File: src/rtl/regfile_mp.sv
// Multi-port register file with two write lanes, optional write-to-read bypass,
// optional hardwired-zero register 0 and a per-register busy scoreboard.
module regfile_mp #(
  parameter int unsigned DATA_WIDTH = 32,
  parameter int unsigned ADDR_WIDTH = 5,
  parameter int unsigned NUM_RD     = 2,
  parameter bit          ZERO_REG   = 1'b1,
  parameter bit          BYPASS     = 1'b1
) (
  input  logic                         clk,
  input  logic                         rst_n,
  input  logic [1:0]                   wr_en,
  input  logic [2*ADDR_WIDTH-1:0]      wr_addr,
  input  logic [2*DATA_WIDTH-1:0]      wr_data,
  input  logic [NUM_RD*ADDR_WIDTH-1:0] rd_addr,
  output logic [NUM_RD*DATA_WIDTH-1:0] rd_data,
  input  logic                         rsv_en,
  input  logic [ADDR_WIDTH-1:0]        rsv_addr,
  output logic [2**ADDR_WIDTH-1:0]     busy,
  output logic [ADDR_WIDTH:0]          busy_cnt
);

  localparam int unsigned Depth = 2 ** ADDR_WIDTH;

  logic [DATA_WIDTH-1:0] mem_q [Depth];
  logic [Depth-1:0]      busy_q, busy_d;
  logic [ADDR_WIDTH:0]   busy_cnt_q, busy_cnt_d;

  logic [ADDR_WIDTH-1:0] wa0, wa1;
  logic [DATA_WIDTH-1:0] wd0, wd1;

  assign wa0 = wr_addr[0 +: ADDR_WIDTH];
  assign wa1 = wr_addr[ADDR_WIDTH +: ADDR_WIDTH];
  assign wd0 = wr_data[0 +: DATA_WIDTH];
  assign wd1 = wr_data[DATA_WIDTH +: DATA_WIDTH];

  // Storage update: lane 1 is the younger instruction, so it wins on an address clash.
  always_ff @(posedge clk or negedge rst_n) begin
    if (!rst_n) begin
      for (int r = 0; r < Depth; r++) begin
        mem_q[r] <= '0;
      end
    end else begin
      for (int r = 0; r < Depth; r++) begin
        if (!(ZERO_REG && r == 0)) begin
          if (wr_en[1] && wa1 == ADDR_WIDTH'(r)) begin
            mem_q[r] <= wd1;
          end else if (wr_en[0] && wa0 == ADDR_WIDTH'(r)) begin
            mem_q[r] <= wd0;
          end
        end
      end
    end
  end

  logic [ADDR_WIDTH-1:0] ra;
  logic [DATA_WIDTH-1:0] rv;

  // Combinational read ports with optional same-cycle bypass (lane 1 checked last to win).
  always_comb begin
    rd_data = '0;
    ra      = '0;
    rv      = '0;
    for (int i = 0; i < NUM_RD; i++) begin
      ra = rd_addr[i*ADDR_WIDTH +: ADDR_WIDTH];
      rv = mem_q[ra];
      // Writes are ignored under reset, so the bypass must not leak them either.
      if (BYPASS && rst_n) begin
        if (wr_en[0] && wa0 == ra) rv = wd0;
        if (wr_en[1] && wa1 == ra) rv = wd1;
      end
      if (ZERO_REG && ra == '0) rv = '0;
      rd_data[i*DATA_WIDTH +: DATA_WIDTH] = rv;
    end
  end

  logic set_r, clr_r;

  // Scoreboard next state: a new reservation beats a same-cycle writeback release.
  always_comb begin
    busy_d     = busy_q;
    busy_cnt_d = '0;
    set_r      = 1'b0;
    clr_r      = 1'b0;
    for (int r = 0; r < Depth; r++) begin
      set_r = rsv_en && (rsv_addr == ADDR_WIDTH'(r));
      clr_r = (wr_en[0] && wa0 == ADDR_WIDTH'(r)) || (wr_en[1] && wa1 == ADDR_WIDTH'(r));
      if (set_r) begin
        busy_d[r] = 1'b1;
      end else if (clr_r) begin
        busy_d[r] = 1'b0;
      end
    end
    if (ZERO_REG) busy_d[0] = 1'b0;
    for (int r = 0; r < Depth; r++) begin
      busy_cnt_d = busy_cnt_d + {{ADDR_WIDTH{1'b0}}, busy_d[r]};
    end
  end

  // Scoreboard and its population count registered together so they always agree.
  always_ff @(posedge clk or negedge rst_n) begin
    if (!rst_n) begin
      busy_q     <= '0;
      busy_cnt_q <= '0;
    end else begin
      busy_q     <= busy_d;
      busy_cnt_q <= busy_cnt_d;
    end
  end

  assign busy     = busy_q;
  assign busy_cnt = busy_cnt_q;

endmodule

File: config.mk
export PLATFORM = sky130hd
export DESIGN_NAME = regfile_mp
export DESIGN_NICKNAME = d
export VERILOG_FILES = /design/src/rtl/regfile_mp.sv
export SDC_FILE = /design/constraint.sdc
export NUM_CORES = 2
export LEC_CHECK = 0
export BUFFER_PORTS_ARGS = -buffer_cell sky130_fd_sc_hd__clkbuf_2
export CAP_MARGIN = 20
export CORE_MARGIN = 10
export CORE_UTILIZATION = 40
export CTS_CLUSTER_SIZE = 10
export DETAILED_ROUTE_END_ITERATION = 7
export PLACE_DENSITY_LB_ADDON = 0.2
export SYNTH_ARGS = -nofsm -noshare
export SYNTH_HDL_FRONTEND = slang
export SYNTH_SLANG_ARGS = --single-unit
File: constraint.sdc
create_clock -name clk -period 12.2 [get_ports clk]
set_clock_uncertainty 0.2 [all_clocks]
set_input_delay 1.22 -clock clk [delete_from_list [all_inputs] [get_ports clk]]
set_output_delay 1.22 -clock clk [all_outputs]
set_load 0.02 [all_outputs]
==> flow_metrics.env <==
export IMPL_status="completed"
export IMPL_synth_avg_cell_area_um2=9.66
export IMPL_ys_types=55
export IMPL_crit_slowest_cell="nand2_4"
export IMPL_syn_inst=6872
export IMPL_synth_edf_count=0
export IMPL_crit_path_end_kind="register"
export IMPL_worst_pin_slew_ns=1.20
export IMPL_dpl_hpwl_mm=158
export IMPL_fin_crit_ns=7.70
export IMPL_coreArea_um2=165000
export IMPL_utilization_pct=43.8
export IMPL_gp_congestion=0.898
export IMPL_power_density_nw_per_um2=177
export IMPL_vdd_drop_max_uv=246
export IMPL_globalRouteOverflowTotal=0
export IMPL_min_period_over_period_pct=63.1
export IMPL_first_pass_iters=6
export IMPL_fillers=15700
export IMPL_tns_ns=0
export IMPL_grt_max_degree=131
export IMPL_hold_class="input port to async pin"
export IMPL_synth_area_um2=66400
export IMPL_portBuffers=194
export IMPL_max_stage_delay_ns=0.64
export IMPL_yosysSeqAreaShare_pct=38.8
export IMPL_synth_top_family_by_area="multiplexers"
export IMPL_wl_mm=285
export IMPL_mostFrequentLayoutCells="1314 x mux2i_1, 1029 x dfrtp_1, 728 x nor2_1"
export IMPL_track_usage_pct=30.4
export IMPL_clock_latency_ns=0.77
export IMPL_mostFrequentLayoutCell="mux2i_1"
export IMPL_vias_per_cell=6.40
export IMPL_synth_nets=6996
export IMPL_yosys_area_share_xor_xnor_pct=0.303
export IMPL_drtIter0Drc=6478
export IMPL_drv_slew=0
export IMPL_avgRoutedWirePerCell_um=32.6
export IMPL_critPathKind="input port to register"
export IMPL_crit_chain="clkbuf_2, nor2b_1, nor2b_1, nand2_4, a32oi_1, fa_1, fa_1, fa_1, inv_1, fa_1, fa_1, inv_1, fa_1, inv_1, fa_1, inv_1, fa_1, inv_1, a21o_1, a21oi_1, xnor2_1"
export IMPL_vias=55900
export IMPL_finalHoldViolCount=0
export IMPL_grt_pass1_wl_mm=406
export IMPL_num_rows=149
export IMPL_drive_above_1_share_pct=14.9
export IMPL_reg2reg_slack_ns=6.81
export IMPL_cp_start_kind="input port"
export IMPL_antenna_left=0
export IMPL_drv_cap=0
export IMPL_worstPathArrival_ns=8.19
export IMPL_synth_compound_area_share_pct=15.4
export IMPL_fp_dieH_um=427
export IMPL_slew_headroom_pct=19.7
export IMPL_syn_to_final_growth_pct=8.91
export IMPL_start_util_pct=40.2
export IMPL_ys_flop_type="dfrtp_1"
export IMPL_setup_viol=0
export IMPL_io_pins=196
export IMPL_cts_resized=0
export IMPL_synth_fa_ha_area_share_pct=0.825
export IMPL_synthArstFlopShare_pct=100
export IMPL_clock_sinks=1029
export IMPL_cts_root_buf="clkbuf_16"
export IMPL_critPathBufInv=6
export IMPL_h_tree_depth=4
export IMPL_crit_fanout=33
export IMPL_die_w_um=427
export IMPL_crit_top_cell="fa_1"
export IMPL_ys_seq_elements=1029
export IMPL_yosys_warnings=32
export IMPL_cts_hold_buf=0
export IMPL_cts_buffer_depth=3
export IMPL_rsz0062_at_grt="false"
export IMPL_fmax_mhz=130
export IMPL_p_leak_nw=32.8
export IMPL_crit_family="adder cells"
export IMPL_clkSlewWorstSetupHoldPaths_ns=0.06
export IMPL_nets=6603
export IMPL_drc=0
export IMPL_worstPathRequired_ns=12.70
export IMPL_grt_pass1_vias=54000
export IMPL_synthMuxAreaShare_pct=30.0
export IMPL_antenna_found_initial=15
export IMPL_synthSimpleGateAreaFrac_pct=9.24
export IMPL_cts_setup_buffers=0
export IMPL_tritoncts="yes"
export IMPL_die_area_um2=183000
export IMPL_numCtsBuffers=130
## final cells by class
class | count | area, µm² | share of cell area (%)
multi-input cells | 4958 | 37700 | 52.1
flip-flops and latches | 1029 | 25700 | 35.6
clock buffers | 187 | 3820 | 5.28
well taps | 2189 | 2740 | 3.79
repair buffers | 315 | 2020 | 2.79
inverters | 45 | 169 | 0.234
clock inverters | 10 | 123 | 0.170
diodes | 10 | 25.0 | 0.0346
## logic make-up after synthesis
kind of cell | count (synthesis)
mux | 1694
other cells | 1
xor+xnor | 23
flops | 1029
buf+inv | 885
fa+ha+maj | 30
compound gates | 1707
simple gates | 1503
## metrics by stage
step           total power [mW]  std cells  hold slack (ns)  cell area [µm²]  setup WS, ns
3_3_place_gp               8.94       8533            0.323            68300          3.74
5_1_grt                    13.5       8741            0.230            72300          4.21
2_1_floorplan              7.88       6872            0.306            66400          5.08
4_1_cts                    12.8       8730            0.205            72200          4.56
3_5_place_dp               9.03       8533            0.339            68300          3.74
6_report                   12.8       8743            0.200            72300          4.50
## registers in the layout, indices dropped and copies added (netlist names)
register / count
busy: 31
busy_cnt: 6
mem_q: 992
## worst paths after layout
| check | cells past startpoint | from | to |
|---|---|---|---|
| min in group clk | 2 | mem_q[915] | mem_q[915] |
| hold reg to reg | 2 | mem_q[915] | mem_q[915] |
| max in group asynchronous | 5 | rst_n | mem_q[336] |
| setup / recovery | 21 | wr_addr[3] | busy_cnt[4] |
| hold / removal | 1 | rst_n | mem_q[894] |
| setup reg to reg | 17 | busy[24] | busy_cnt[4] |
## Yosys cell counts, types with 7 or more instances
master,instances,area (µm²)
a221oi_1,95,832
dfrtp_1,1029,25700
ha_1,7,87.6
nand3_1,37,185
nor3_1,13,65.1
nor2_1,743,2790
xnor2_1,12,105
xor2_1,11,96.3
a221o_1,32,320
o221ai_1,71,622
buf_2,178,891
mux2_2,156,1760
and3b_1,29,254
nand2_1,587,2200
nand2b_1,16,100
a22oi_1,65,488
buf_1,89,334
mux2i_1,1314,13200
o2bb2ai_1,32,280
a32o_1,9,90.1
a32oi_1,38,333
o22ai_1,41,257
nor2b_1,15,93.8
a21oi_1,639,3200
o221a_2,25,282
a22o_1,8,70.1
o211ai_1,32,240
fa_1,23,460
o21ai_0,539,2700
inv_1,44,165
a31oi_1,66,413
buf_4,7,52.6
mux4_2,224,5040
clkbuf_1,566,2120
or3_1,32,200
## metal layers
metal / vias to the layer above / global-route usage [%] / share of wire (%)
li1: 24100 / - / -
met1: 27900 / 38.4 / 39
met2: 3085 / 47.7 / 45
met3: 869 / 7.35 / 9.6
met4: 6 / 17.2 / 6.4
met5: - / 0 / 0.015
## power breakdown
| part | switching (mW) | internal (mW) | total, mW |
|---|---|---|---|
| logic | 2.09 | 1.88 | 3.96 |
| clock network | 1.58 | 2.19 | 3.76 |
| registers | 0.722 | 4.36 | 5.08 |
Note: power is estimated with default switching activity, not from simulation.
